**config.mk**
```make
export PLATFORM = sky130hd
export DESIGN_NAME = ni_initiator_flat
export DESIGN_NICKNAME = d
export VERILOG_FILES = /design/src/rtl/fsm_pkg.sv /design/src/rtl/ni_pkg.sv /design/src/rtl/ni_initiator_if.sv /design/src/rtl/ni_initiator.sv /design/src/flat_wrapper.sv
export SDC_FILE = /design/constraint.sdc
export NUM_CORES = 1
export LEC_CHECK = 0
export ABC_AREA = 1
export CAP_MARGIN = 20
export CORE_MARGIN = 3
export CORE_UTILIZATION = 56
export CTS_BUF_LIST = sky130_fd_sc_hd__clkbuf_4
export DETAILED_ROUTE_END_ITERATION = 16
export PLACE_DENSITY = 0.91
export SETUP_SLACK_MARGIN = 0.5
export SLEW_MARGIN = 20
export SYNTH_ARGS = -nofsm -noshare
export SYNTH_HDL_FRONTEND = slang
export SYNTH_SLANG_ARGS = --single-unit
```
**constraint.sdc**
```tcl
create_clock -name clk -period 3.61 [get_ports clk]
set_input_delay 0.5415 -clock clk [delete_from_list [all_inputs] [get_ports clk]]
set_output_delay 0.5415 -clock clk [all_outputs]
set_load 0.01 [all_outputs]
```
**src/rtl/fsm_pkg.sv**
```systemverilog
// State encodings for the NoC network interface controllers.
package fsm_pkg;
  typedef enum logic [2:0] {
    ST_IDLE,
    ST_SEND,
    ST_WAIT_RESP,
    ST_RECV,
    ST_DELIVER
  } ni_init_states_e;
endpackage

```
**src/rtl/ni_pkg.sv**
```systemverilog
// Packet geometry and flit helpers shared by the initiator- and target-side NIs.
package ni_pkg;
  localparam int TOTAL_FLITS = 4;
  localparam int FLIT_WIDTH  = 16;
  localparam int BODY_FLITS  = TOTAL_FLITS - 2;
  localparam int BEAT_W      = $clog2(TOTAL_FLITS);

  typedef logic [FLIT_WIDTH-1:0]                   flit_t;
  typedef logic [BEAT_W-1:0]                       beat_t;
  typedef logic [TOTAL_FLITS-1:0][FLIT_WIDTH-1:0]  flit_vec_t;

  typedef struct packed {
    flit_t                  head_flit;
    flit_t [BODY_FLITS-1:0] body_flit;
    flit_t                  tail_flit;
  } req_packet_s;

  typedef struct packed {
    flit_t                  head_flit;
    flit_t [BODY_FLITS-1:0] body_flit;
    flit_t                  tail_flit;
  } resp_packet_s;

  // Viewing a packet as flit_vec_t puts head at the top word and tail at word 0,
  // so beat order (head, highest body first, tail) is a simple reversal.
  function automatic beat_t flit_sel(input beat_t beat);
    return beat_t'(TOTAL_FLITS - 1) - beat;
  endfunction
endpackage

```
**src/rtl/ni_initiator_if.sv**
```systemverilog
// Request/response and flit handshakes of the initiator NI; slave = the NI, master = PE plus router.
interface ni_initiator_if;
  import ni_pkg::*;

  logic         req_valid;
  logic         req_ready;
  req_packet_s  req_pkt;
  logic         resp_valid;
  logic         resp_ready;
  resp_packet_s resp_pkt;
  flit_t        o_flit;
  logic         o_flit_valid;
  logic         i_flit_ready;
  flit_t        i_flit;
  logic         i_flit_valid;
  logic         o_flit_ready;

  modport slave (
    input  req_valid, req_pkt, resp_ready, i_flit_ready, i_flit, i_flit_valid,
    output req_ready, resp_valid, resp_pkt, o_flit, o_flit_valid, o_flit_ready
  );

  modport master (
    output req_valid, req_pkt, resp_ready, i_flit_ready, i_flit, i_flit_valid,
    input  req_ready, resp_valid, resp_pkt, o_flit, o_flit_valid, o_flit_ready
  );
endinterface

```
**src/rtl/ni_initiator.sv**
```systemverilog
// Initiator NI: serialises one request packet into flits, collects the response flits,
// and hands the assembled response back to the master. One transaction in flight.
//
// state        | meaning
// ST_IDLE      | ready for a request from the master
// ST_SEND      | driving request flits to the router, beat selects the flit
// ST_WAIT_RESP | waiting for the response head flit
// ST_RECV      | collecting response body/tail flits
// ST_DELIVER   | holding the assembled response until the master takes it
module ni_initiator
  import ni_pkg::*;
  import fsm_pkg::*;
#(
  parameter int TIMEOUT_CYCLES = 256
) (
  input  logic          clk,
  input  logic          resetn,
  ni_initiator_if.slave bus,
  output logic          busy,
  output logic          timeout_err
);
  localparam int               TMO_W     = (TIMEOUT_CYCLES > 0) ? $clog2(TIMEOUT_CYCLES + 1) : 1;
  localparam logic [TMO_W-1:0] TMO_LAST  = TMO_W'(TIMEOUT_CYCLES - 1);
  localparam beat_t            BEAT_LAST = beat_t'(TOTAL_FLITS - 1);

  ni_init_states_e  state;
  beat_t            beat;
  logic [TMO_W-1:0] tmo_cnt;
  flit_vec_t        req_words;
  flit_vec_t        resp_words;

  // Both are muxes of registers only, so they stay stable under backpressure.
  assign bus.o_flit   = bus.o_flit_valid ? req_words[flit_sel(beat)] : '0;
  assign bus.resp_pkt = bus.resp_valid ? resp_packet_s'(resp_words) : '0;

  always_ff @(posedge clk or negedge resetn) begin
    if (!resetn) begin
      state            <= ST_IDLE;
      beat             <= '0;
      tmo_cnt          <= '0;
      req_words        <= '0;
      resp_words       <= '0;
      bus.req_ready    <= 1'b1;
      bus.o_flit_valid <= 1'b0;
      bus.o_flit_ready <= 1'b0;
      bus.resp_valid   <= 1'b0;
      busy             <= 1'b0;
      timeout_err      <= 1'b0;
    end else begin
      timeout_err <= 1'b0;
      case (state)
        ST_IDLE: begin
          if (bus.req_valid && bus.req_ready) begin
            req_words        <= flit_vec_t'(bus.req_pkt);
            beat             <= '0;
            state            <= ST_SEND;
            bus.req_ready    <= 1'b0;
            bus.o_flit_valid <= 1'b1;
            busy             <= 1'b1;
          end
        end
        ST_SEND: begin
          if (bus.o_flit_valid && bus.i_flit_ready) begin
            if (beat == BEAT_LAST) begin
              beat             <= '0;
              tmo_cnt          <= '0;
              state            <= ST_WAIT_RESP;
              bus.o_flit_valid <= 1'b0;
              bus.o_flit_ready <= 1'b1;
            end else begin
              beat <= beat + 1'b1;
            end
          end
        end
        ST_WAIT_RESP, ST_RECV: begin
          // The pulse cycle has o_flit_ready low, so nothing is accepted while aborting.
          if (timeout_err) begin
            state         <= ST_IDLE;
            beat          <= '0;
            tmo_cnt       <= '0;
            resp_words    <= '0;
            bus.req_ready <= 1'b1;
            busy          <= 1'b0;
          end else if (bus.i_flit_valid && bus.o_flit_ready) begin
            resp_words[flit_sel(beat)] <= bus.i_flit;
            tmo_cnt                    <= '0;
            if (beat == BEAT_LAST) begin
              beat             <= '0;
              state            <= ST_DELIVER;
              bus.o_flit_ready <= 1'b0;
              bus.resp_valid   <= 1'b1;
            end else begin
              beat  <= beat + 1'b1;
              state <= ST_RECV;
            end
          end else if (TIMEOUT_CYCLES != 0) begin
            if (tmo_cnt == TMO_LAST) begin
              timeout_err      <= 1'b1;
              bus.o_flit_ready <= 1'b0;
            end
            tmo_cnt <= tmo_cnt + 1'b1;
          end
        end
        ST_DELIVER: begin
          if (bus.resp_valid && bus.resp_ready) begin
            state          <= ST_IDLE;
            resp_words     <= '0;
            bus.resp_valid <= 1'b0;
            bus.req_ready  <= 1'b1;
            busy           <= 1'b0;
          end
        end
        default: begin
          state <= ST_IDLE;
        end
      endcase
    end
  end
endmodule
```
**src/flat_wrapper.sv**
```systemverilog
// flat-port wrapper written by rule: the top's interface ports become plain ports
module ni_initiator_flat import ni_pkg::*; import fsm_pkg::*;
#(
  parameter int TIMEOUT_CYCLES = 256
)
  (clk, resetn, busy, timeout_err, bus_req_valid, bus_req_pkt, bus_resp_ready, bus_i_flit_ready, bus_i_flit, bus_i_flit_valid, bus_req_ready, bus_resp_valid, bus_resp_pkt, bus_o_flit, bus_o_flit_valid, bus_o_flit_ready);
  ni_initiator_if bus_i ();
  input  logic clk;
  input  logic resetn;
  output logic busy;
  output logic timeout_err;
  input wire logic [$bits(bus_i.req_valid)-1:0] bus_req_valid;
  input wire logic [$bits(bus_i.req_pkt)-1:0] bus_req_pkt;
  input wire logic [$bits(bus_i.resp_ready)-1:0] bus_resp_ready;
  input wire logic [$bits(bus_i.i_flit_ready)-1:0] bus_i_flit_ready;
  input wire logic [$bits(bus_i.i_flit)-1:0] bus_i_flit;
  input wire logic [$bits(bus_i.i_flit_valid)-1:0] bus_i_flit_valid;
  output wire logic [$bits(bus_i.req_ready)-1:0] bus_req_ready;
  output wire logic [$bits(bus_i.resp_valid)-1:0] bus_resp_valid;
  output wire logic [$bits(bus_i.resp_pkt)-1:0] bus_resp_pkt;
  output wire logic [$bits(bus_i.o_flit)-1:0] bus_o_flit;
  output wire logic [$bits(bus_i.o_flit_valid)-1:0] bus_o_flit_valid;
  output wire logic [$bits(bus_i.o_flit_ready)-1:0] bus_o_flit_ready;
  assign bus_i.req_valid = bus_req_valid;
  assign bus_i.req_pkt = bus_req_pkt;
  assign bus_i.resp_ready = bus_resp_ready;
  assign bus_i.i_flit_ready = bus_i_flit_ready;
  assign bus_i.i_flit = bus_i_flit;
  assign bus_i.i_flit_valid = bus_i_flit_valid;
  assign bus_req_ready = bus_i.req_ready;
  assign bus_resp_valid = bus_i.resp_valid;
  assign bus_resp_pkt = bus_i.resp_pkt;
  assign bus_o_flit = bus_i.o_flit;
  assign bus_o_flit_valid = bus_i.o_flit_valid;
  assign bus_o_flit_ready = bus_i.o_flit_ready;
  ni_initiator #(.TIMEOUT_CYCLES(TIMEOUT_CYCLES)) u_core (.clk(clk), .resetn(resetn), .bus(bus_i), .busy(busy), .timeout_err(timeout_err));
endmodule
```
==> results.sh, run 1 <==
export IMPL_grt_use_total_pct=28.9
export IMPL_ios=172
export IMPL_syn_nets=1176
export IMPL_rows=41
export IMPL_seq_area_frac_synth_pct=48.7
export IMPL_synthCells=1084
export IMPL_r2r_start="u_core.state[0]"
export IMPL_wl_met1_um=7980
export IMPL_power_w=0.00775
export IMPL_timing_worst_slew_pin_value_ns=0.930
export IMPL_layout_drive_gt1_share_pct=5.11
export IMPL_endpoint_kind="output port"
export IMPL_fin_ws_ns=0.658
export IMPL_fillers=1022
export IMPL_setup_tns_final_ns=0
export IMPL_syn2layout_area_growth_pct=28.1
export IMPL_cap_violations=0
export IMPL_rsz0062_at_grt="false"
export IMPL_antenna_left=0
export IMPL_highest_layer="met4"
export IMPL_peakVddDrop_mv=0.393
export IMPL_hold_viol_final=0
export IMPL_startpoint="u_core.beat[0]"
export IMPL_met2_length_um=9540
export IMPL_min_period_ns=2.95
export IMPL_grt_pass1_vias=7054
export IMPL_crit_type="flop to output port"
export IMPL_start_kind="flop"
export IMPL_nNetsFinal=1331
export IMPL_status="completed"
export IMPL_critPathMaxFanout=36
export IMPL_hold_class="input port to asynchronous set/reset pin"
export IMPL_final_common_cell="nand2_1"
export IMPL_grt_pass1_wl_um=33800
export IMPL_cp_required_ns=3.07
export IMPL_ys_ff_latch=148
export IMPL_timing_critical_path_buf_inv=2
export IMPL_dr_pass1_iters=5
export IMPL_routedWlPerCell_um=14.4
export IMPL_core_area_um2=12900
export IMPL_drt_iter0_drc=781
export IMPL_grt_remaining_overflow=0
export IMPL_synthTopCellsByArea="dfrtp_1 48%, nand2_1 23%, inv_1 6.9%"
export IMPL_portBuffers=171
export IMPL_clock_latency_ns=0.57
export IMPL_slowest_delay_ns=0.59
export IMPL_p_leak_nw=5.63
export IMPL_num_vias=7359
export IMPL_cp_arrival_ns=2.41
export IMPL_synth_top_area_share_pct=48.4
export IMPL_ys_warn_count=0
export IMPL_vias_per_cell=5.17
export IMPL_start_util_pct=58.8
export IMPL_slowest_stage="clkdlybuf4s50_1"
export IMPL_cts_sinks=148
export IMPL_relSlewSlack_pct=38.0
export IMPL_register_area_um2=3710
export IMPL_fin_crit_sh_pct=81.8
export IMPL_diodes=0
export IMPL_drv_slew=0
export IMPL_grt_max_degree=119
export IMPL_syn_area_um2=7600
export IMPL_drc_errors=0
export IMPL_root_buffer="clkbuf_4"
export IMPL_path_common_cell="nor2_1"
export IMPL_die_area_um2=15000
export IMPL_p_per_area_nw_per_um2=796
export IMPL_synthDistinctLibCells=27
export IMPL_die_h_um=122
export IMPL_cts_made_buffers=17
export IMPL_setup_viol=0
export IMPL_worst_path_dominant_cell_family="buffers and inverters"
export IMPL_post_place_ws_ns=0.817
export IMPL_cts_htree_levels=4
export IMPL_synth_top_area_cell="dfrtp_1"
export IMPL_final_core_util_pct=75.3
export IMPL_cts_tree="done"
export IMPL_clockBufferDepth=2
export IMPL_hpwl_um=14700
export IMPL_multiInputGateArea_um2=3100
export IMPL_finClkSkew_ns=0.0246
export IMPL_dr_wl_met3_um=1850
export IMPL_place_congestion=0.907
export IMPL_final_cell_mix="470 x nand2_1, 170 x clkdlybuf4s50_1, 145 x dfrtp_1, 138 x inv_1, 102 x nor2_1"
export IMPL_fmax_mhz=339
export IMPL_avgSynthCellArea_um2=7.01
export IMPL_antenna_found_initial=0
export IMPL_drt_total_wl_um=20500
export IMPL_die_x_um=122
export IMPL_clk_pin_slew_worst_paths_ns=0.12
export IMPL_cts_hold_buf=0
export IMPL_path_cells="buf_12, nor2_1, nor2_1, o21ai_0, a21oi_1, clkdlybuf4s50_1"
## synthesized netlist by cell type, drive strengths merged
library cell,n
nand2,476
dfrtp,147
inv,143
nor2,108
nand3,80
o21ai,41
buf,30
clkbuf,20
a21oi,19
ha,6
nand4,3
xor2,3
nor3,2
and3,1
clkinv,1
dfstp,1
o211ai,1
o21a,1
o22ai,1
## power breakdown
| group | switching, W | internal (W) | total [W] |
|---|---|---|---|
| sequential | 0.000424 | 0.00235 | 0.00277 |
| combinational | 0.00229 | 0.00148 | 0.00377 |
| clock | 0.000589 | 0.000621 | 0.00121 |
| total | 0.00331 | 0.00445 | 0.00775 |
## metrics by stage
stage | cells | cell area [um^2] | hold slack [ns]
CTS | 1421 | 9700 | 0.149
detailed placement | 1389 | 9360 | 0.454
global placement | 1389 | 9360 | 0.448
finish | 1424 | 9740 | 0.0764
floorplan | 1084 | 7600 | 0.246
global route | 1424 | 9740 | 0.122
## final cells by class
class / instances / share of cell area (%)
multi-input combinational: 742 / 31.8
timing repair inverter: 1 / 0.0514
clock buffer: 19 / 1.46
inverter: 144 / 5.67
timing repair buffer: 185 / 18.8
clock inverter: 13 / 1.93
sequential: 148 / 38.1
tap: 172 / 2.21
## cells by family after synthesis
logic type                 count (synthesis)  synth area share (%)
DFF                                      148                  48.7
AOI/OAI and AO/OA                         63                  4.23
and+or+nand+nor                          670                  35.1
buffers and inverters                    194                  10.6
xor gates and xnor gates                   3                 0.346
adders and majority gates                  6                 0.988
## sequential cells by signal (all words and copies together) (netlist names)
name                     count
u_core.tmo_cnt               9
u_core.resp_words           64
u_core.req_words            64
u_core.bus.o_flit_ready      1
u_core.bus.req_ready         1
u_core.timeout_err           1
u_core.state                 3
u_core.bus.resp_valid        1
u_core.beat                  2
u_core.bus.o_flit_valid      1
u_core.busy                  1
## metal layers
metal / vias to the layer above / track usage, %
met1: 3365 / 35.4
met3: 84 / 7.56
met5: - / 0
met4: 0 / 16.6
li1: 3568 / -
met2: 342 / 46.4
## path summary, 6_finish.rpt
check	slack, ns	cells after the start	to
max in group asynchronous	2.68	2	u_core.req_words[44]
min in group clk	0.48	2	u_core.req_words[41]
max	0.66	6	bus_o_flit[9]
min reg2reg	0.48	2	u_core.req_words[41]
min	0.08	1	u_core.resp_words[10]
max reg2reg	1.07	8	u_core.resp_words[24]
## repair_timing
action                                  4_1_cts  5_1_grt
endpoints found under the hold margin         0        0
buffers inserted                              0        2
gates resized for setup                       3        5
cloned                                        0        1
endpoints found under the setup margin       16       15
Power figures use the tool's default switching activity.
==> run 2: changes to the inputs <==
--- a/config.mk
+++ b/config.mk
@@ -8,10 +8,10 @@
 export ABC_AREA = 1
 export CAP_MARGIN = 20
 export CORE_MARGIN = 3
-export CORE_UTILIZATION = 56
+export CORE_UTILIZATION = 52
 export CTS_BUF_LIST = sky130_fd_sc_hd__clkbuf_4
 export DETAILED_ROUTE_END_ITERATION = 16
-export PLACE_DENSITY = 0.91
+export PLACE_DENSITY = 0.85
 export SETUP_SLACK_MARGIN = 0.5
 export SLEW_MARGIN = 20
 export SYNTH_ARGS = -nofsm -noshare
==> constraint.sdc (replaced) <==
create_clock -name clk -period 3.01 [get_ports clk]
set_input_delay 0.4515 -clock clk [delete_from_list [all_inputs] [get_ports clk]]
set_output_delay 0.4515 -clock clk [all_outputs]
set_load 0.01 [all_outputs]
==> results.sh, run 2 (synthesis results as in run 1) <==
export IMPL_clock_latency_ns=0.56
export IMPL_dr_pass1_iters=8
export IMPL_hold_path_end="u_core.req_words[44]"
export IMPL_die_x_um=127
export IMPL_p_int_w=0.00524
export IMPL_hold_viol_final=0
export IMPL_portBuffers=171
export IMPL_endpoint_kind="output port"
export IMPL_switching_power_w=0.00394
export IMPL_syn2layout_area_growth_pct=28.7
export IMPL_final_cell_mix="470 x nand2_1, 154 x clkdlybuf4s50_1, 145 x dfrtp_1, 139 x inv_1, 102 x nor2_1"
export IMPL_fin_ws_ns=0.582
export IMPL_critPathMaxFanout=34
export IMPL_fillers=1194
export IMPL_grt_pass1_vias=6746
export IMPL_p_per_area_nw_per_um2=938
export IMPL_drv_slew=0
export IMPL_core_area_um2=14100
export IMPL_crit_type="flop to output port"
export IMPL_grt_max_degree=79
export IMPL_hold_class="input port to flop"
export IMPL_grt_use_total_pct=25.5
export IMPL_clk_pin_slew_worst_paths_ns=0.12
export IMPL_num_vias=7209
export IMPL_place_congestion=0.878
export IMPL_hpwl_um=14500
export IMPL_start_kind="flop"
export IMPL_routedWlPerCell_um=14.1
export IMPL_fmax_mhz=412
export IMPL_cts_sinks=148
export IMPL_p_leak_nw=5.72
export IMPL_die_h_um=127
export IMPL_ios=172
export IMPL_final_common_cell="nand2_1"
export IMPL_rsz0062_at_grt="true"
export IMPL_drt_iter0_drc=673
export IMPL_cts_htree_levels=4
export IMPL_grt_pass1_wl_um=32800
export IMPL_diodes=0
export IMPL_post_place_ws_ns=0.504
export IMPL_drt_total_wl_um=20200
export IMPL_root_buffer="clkbuf_4"
export IMPL_switching_share_pct=42.9
export IMPL_setup_tns_final_ns=0
export IMPL_relSlewSlack_pct=51.9
export IMPL_die_area_um2=16100
export IMPL_grt_remaining_overflow=0
export IMPL_r2r_start="u_core.state[0]"
export IMPL_reg2regPathDepth=8
export IMPL_antenna_found_initial=0
export IMPL_min_delay_start="bus_req_pkt[44]"
export IMPL_cap_violations=0
export IMPL_start_util_pct=53.9
export IMPL_vias_per_cell=5.01
export IMPL_antenna_left=0
export IMPL_p_clk_share_pct=14.7
export IMPL_timing_worst_slew_pin_value_ns=0.721
export IMPL_combPwrFrac_pct=48.9
export IMPL_finClkSkew_ns=0.0128
export IMPL_setup_viol=0
export IMPL_cp_arrival_ns=1.98
export IMPL_status="completed"
export IMPL_drc_errors=0
export IMPL_rr_endpoint="u_core.resp_words[37]"
export IMPL_reg_top3="u_core.req_words (64), u_core.resp_words (64), u_core.tmo_cnt (9)"
export IMPL_hold_path_depth=3
export IMPL_cts_tree="done"
export IMPL_cp_required_ns=2.56
export IMPL_layout_drive_gt1_share_pct=7.00
export IMPL_reg2reg_setup_slack_ns=0.76
export IMPL_fin_crit_sh_pct=80.7
export IMPL_rows=43
export IMPL_min_period_ns=2.43
export IMPL_peakVddDrop_mv=0.384
export IMPL_seq_power_share_pct=36.4
export IMPL_clockBufferDepth=2
export IMPL_cts_made_buffers=17
export IMPL_nNetsFinal=1339
-- run 2: changes by cell type in the layout (fill, tap and decap cells not counted), moves of 3 or more --
cell             before  now
clkdlybuf4s50_1     170  154
clkbuf_2              0   11
clkinv_1              5    1
o21ai_0              40   36
buf_6                 0    3
nand3_1              80   77
nand3_2               0    3
o21ai_1               1    4
-- run 2: critical path, stage by stage (launching register included) --
cell	delay, ns
dfrtp_2	0.46
inv_1	0.11
buf_12	0.19
o21ai_0	0.16
a21oi_1	0.21
clkdlybuf4s15_1	0.27
-- run 2: cell type report --
cell class | instances | area (um^2) | share of cell area [%]
clock inverters | 12 | 164 | 1.68
flip-flops and latches | 148 | 3710 | 37.9
clock buffers | 18 | 135 | 1.38
well taps | 180 | 225 | 2.30
repair buffers | 193 | 1880 | 19.2
inverters | 144 | 546 | 5.58
multi-input cells | 743 | 3120 | 31.9
-- run 2: power by group through the flow --
stage	Sequential, W	Combinational [W]	Clock (W)
4_1_cts	0.00332	0.00446	0.00136
3_3_place_gp	0.00335	0.00429	0
2_1_floorplan	0.00320	0.00288	0
5_1_grt	0.00342	0.00506	0.00144
3_5_place_dp	0.00338	0.00439	0
6_report	0.00334	0.00449	0.00134
-- run 2: how the worst max path moves through the flow --
stage	slack (ns)	cells after the start	startpoint	to
floorplan	1.11	10	u_core.beat[1]	u_core.resp_words[37]
global placement	0.53	5	u_core.beat[1]	bus_o_flit[11]
detailed placement	0.50	10	bus_i_flit_valid	u_core.resp_words[36]
CTS	0.26	5	u_core.beat[0]	bus_o_flit[11]
global route	0.49	7	u_core.beat[0]	bus_o_flit[5]
finish	0.58	5	u_core.beat[0]	bus_o_flit[5]
-- run 2: routing by layer --
metal  vias up  global-route usage [%]  part of all wire, %
li1       3577                       -                    -
met1      3279                    32.7                   42
met2       313                    41.3                   47
met3        40                    6.27                  8.2
met4         0                    11.0                  2.8
met5         -                       0                    0
-- run 2: what timing repair did --
item | 4_1_cts | 5_1_grt
gates resized for setup | 31 | 32
hold endpoints to repair | 75 | 0
hold buffers | 1 | 0
pin swaps | 2 | 6
endpoints found under the setup margin | 64 | 81
setup buffers | 3 | 4
gates cloned | 0 | 1
-- run 2: stage by stage --
step / power (W) / instance area, um^2 / hold slack, ns / util [%] / instances
3_3_place_gp: 0.00764 / 9400 / 0.448 / 66.7 / 1399
4_1_cts: 0.00914 / 9750 / 0.367 / 69.2 / 1433
6_report: 0.00918 / 9780 / 0.404 / 69.4 / 1438
3_5_place_dp: 0.00777 / 9400 / 0.453 / 66.7 / 1399
2_1_floorplan: 0.00608 / 7600 / 0.156 / - / 1084
5_1_grt: 0.00992 / 9780 / 0.383 / 69.4 / 1438
==> run 3: changes to the inputs <==
--- a/config.mk
+++ b/config.mk
@@ -8,10 +8,10 @@
 export ABC_AREA = 1
 export CAP_MARGIN = 20
 export CORE_MARGIN = 3
-export CORE_UTILIZATION = 52
+export CORE_UTILIZATION = 47
 export CTS_BUF_LIST = sky130_fd_sc_hd__clkbuf_4
 export DETAILED_ROUTE_END_ITERATION = 16
-export PLACE_DENSITY = 0.85
+export PLACE_DENSITY = 0.81
 export SETUP_SLACK_MARGIN = 0.5
 export SLEW_MARGIN = 20
 export SYNTH_ARGS = -nofsm -noshare
==> constraint.sdc (replaced) <==
create_clock -name clk -period 2.2 [get_ports clk]
set_input_delay 0.33 -clock clk [delete_from_list [all_inputs] [get_ports clk]]
set_output_delay 0.33 -clock clk [all_outputs]
set_load 0.01 [all_outputs]
==> results.sh, run 3 (synthesis results as in run 1) <==
export IMPL_start_util_pct=49.1
export IMPL_multiInputGateArea_um2=4520
export IMPL_grt_pass1_vias=7826
export IMPL_combPwrFrac_pct=63.8
export IMPL_final_cell_mix="335 x nand2_1, 144 x dfrtp_1, 87 x buf_6, 84 x clkdlybuf4s50_1, 75 x nand2_4"
export IMPL_register_area_um2=3710
export IMPL_antenna_left=0
export IMPL_antenna_found_initial=0
export IMPL_finClkSkew_ns=0.0415
export IMPL_post_place_ws_ns=0.0807
export IMPL_clockBufferDepth=2
export IMPL_die_area_um2=17700
export IMPL_die_h_um=133
export IMPL_ios=172
export IMPL_fin_ws_ns=-0.101
export IMPL_dr_pass1_iters=6
export IMPL_core_area_um2=15500
export IMPL_hold_worst_slack_ns=0.247
export IMPL_root_buffer="clkbuf_4"
export IMPL_num_vias=9147
export IMPL_switching_power_w=0.00920
export IMPL_fillers=808
export IMPL_cts_tree="done"
export IMPL_met1_usage_pct=33.4
export IMPL_setup_viol=21
export IMPL_switching_share_pct=46.6
export IMPL_routedWlPerCell_um=22.8
export IMPL_place_inst=1447
export IMPL_min_period_ns=2.30
export IMPL_grt_pass1_wl_um=40300
export IMPL_critPathMaxFanout=6
export IMPL_drv_slew=0
export IMPL_cts_made_buffers=17
export IMPL_busiest_layer="met2"
export IMPL_p_clk_share_pct=10.1
export IMPL_clock_latency_ns=0.62
export IMPL_diodes=0
export IMPL_grt_max_degree=67
export IMPL_hold_class="input port to flop"
export IMPL_cts_sinks=148
export IMPL_crit_type="flop to output port"
export IMPL_final_core_util_pct=82.9
export IMPL_grtUsageMet2_pct=47.9
export IMPL_relSlewSlack_pct=53.7
export IMPL_post_dp_cell_area_um2=9590
export IMPL_peakVddDrop_mv=0.692
export IMPL_rsz0062_at_grt="true"
export IMPL_violations="negative setup slack"
export IMPL_stdcell_count=1565
export IMPL_drt_iter0_drc=1051
export IMPL_syn2layout_area_growth_pct=69.0
export IMPL_timing_worst_slew_pin_value_ns=0.693
export IMPL_grt_remaining_overflow=0
export IMPL_cap_violations=0
export IMPL_cp_arrival_ns=1.97
export IMPL_nNetsFinal=1434
export IMPL_drt_total_wl_um=35700
export IMPL_stdcell_area_um2=12800
export IMPL_start_kind="flop"
export IMPL_final_common_cell="nand2_1"
export IMPL_portBuffers=171
export IMPL_reg_top3="u_core.req_words (64), u_core.resp_words (64), u_core.tmo_cnt (9)"
export IMPL_hold_path_depth=3
export IMPL_reg2regPathDepth=11
export IMPL_vias_per_cell=5.84
export IMPL_cts_htree_levels=4
export IMPL_cp_required_ns=1.87
export IMPL_place_congestion=0.877
export IMPL_hpwl_um=15400
export IMPL_rows=45
export IMPL_drc_errors=0
export IMPL_status="finished, violations left"
export IMPL_clk_pin_slew_worst_paths_ns=0.16
export IMPL_fmax_mhz=435
export IMPL_p_leak_nw=6.98
export IMPL_grt_use_total_pct=28.7
export IMPL_p_int_w=0.0105
export IMPL_endpoint_kind="output port"
export IMPL_fin_crit_sh_pct=105
export IMPL_reg2reg_setup_slack_ns=0.05
export IMPL_grtUsageMet3_pct=9.06
export IMPL_p_per_area_nw_per_um2=1540
export IMPL_layout_drive_gt1_share_pct=40.4
export IMPL_die_x_um=133
export IMPL_seq_power_share_pct=26.1
export IMPL_hold_viol_final=0
==> run 3: final timing paths <==
check	to	from
setup / recovery	bus_o_flit[4]	u_core.beat[0]
hold / removal	u_core.req_words[56]	bus_req_pkt[56]
setup reg to reg	u_core.resp_words[23]	u_core.state[2]
hold reg to reg	u_core.req_words[4]	u_core.req_words[4]
max in group asynchronous	u_core.req_words[41]	resetn
min in group asynchronous	u_core.resp_words[27]	resetn
==> run 3: critical path, cell delays in order, from the launching register on <==
cell       delay [ns]
dfrtp_2          0.44
buf_12           0.15
buf_8            0.13
clkbuf_16        0.16
nor2_4           0.07
nor2_1           0.04
o21ai_1          0.08
a21oi_1          0.09
buf_2            0.18
==> run 3: repair_timing <==
action | 4_1_cts | 5_1_grt
gates resized for setup | 526 | 406
hold buffers | 1 | 0
buffers inserted | 34 | 23
setup endpoints to repair | 218 | 225
pin swaps | 27 | 98
endpoints found under the hold margin | 56 | 0
gates cloned | 12 | 17
==> run 3: metal layers <==
| layer | part of all wire, % | up-vias |
|---|---|---|
| met5 | 0 | - |
| met4 | 9.9 | 0 |
| met3 | 12 | 314 |
| met2 | 45 | 850 |
| met1 | 32 | 4197 |
| li1 | - | 3786 |
==> run 3: metrics by stage <==
step	TNS (ns)	power, W
finish	-1.02	0.0197
global route	-2.20	0.0204
CTS	-0.247	0.0147
detailed placement	0	0.0109
global placement	0	0.0108
floorplan	0	0.00834
==> run 3: power by group through the flow <==
stage	Clock [W]	Sequential, W	Combinational (W)
final	0.00200	0.00514	0.0126
after global routing	0.00211	0.00518	0.0131
after CTS	0.00192	0.00467	0.00814
after detailed placement	0	0.00459	0.00632
after global placement	0	0.00457	0.00620
after floorplan	0	0.00437	0.00397
==> run 3: final cells by class <==
class                      instances  share of cell area (%)
clock buffer                      17                   0.994
inverter                         144                    4.39
timing repair buffer             285                    27.1
clock inverter                    14                    1.43
tap                              211                    2.06
multi-input combinational        746                    35.2
sequential                       148                    28.9
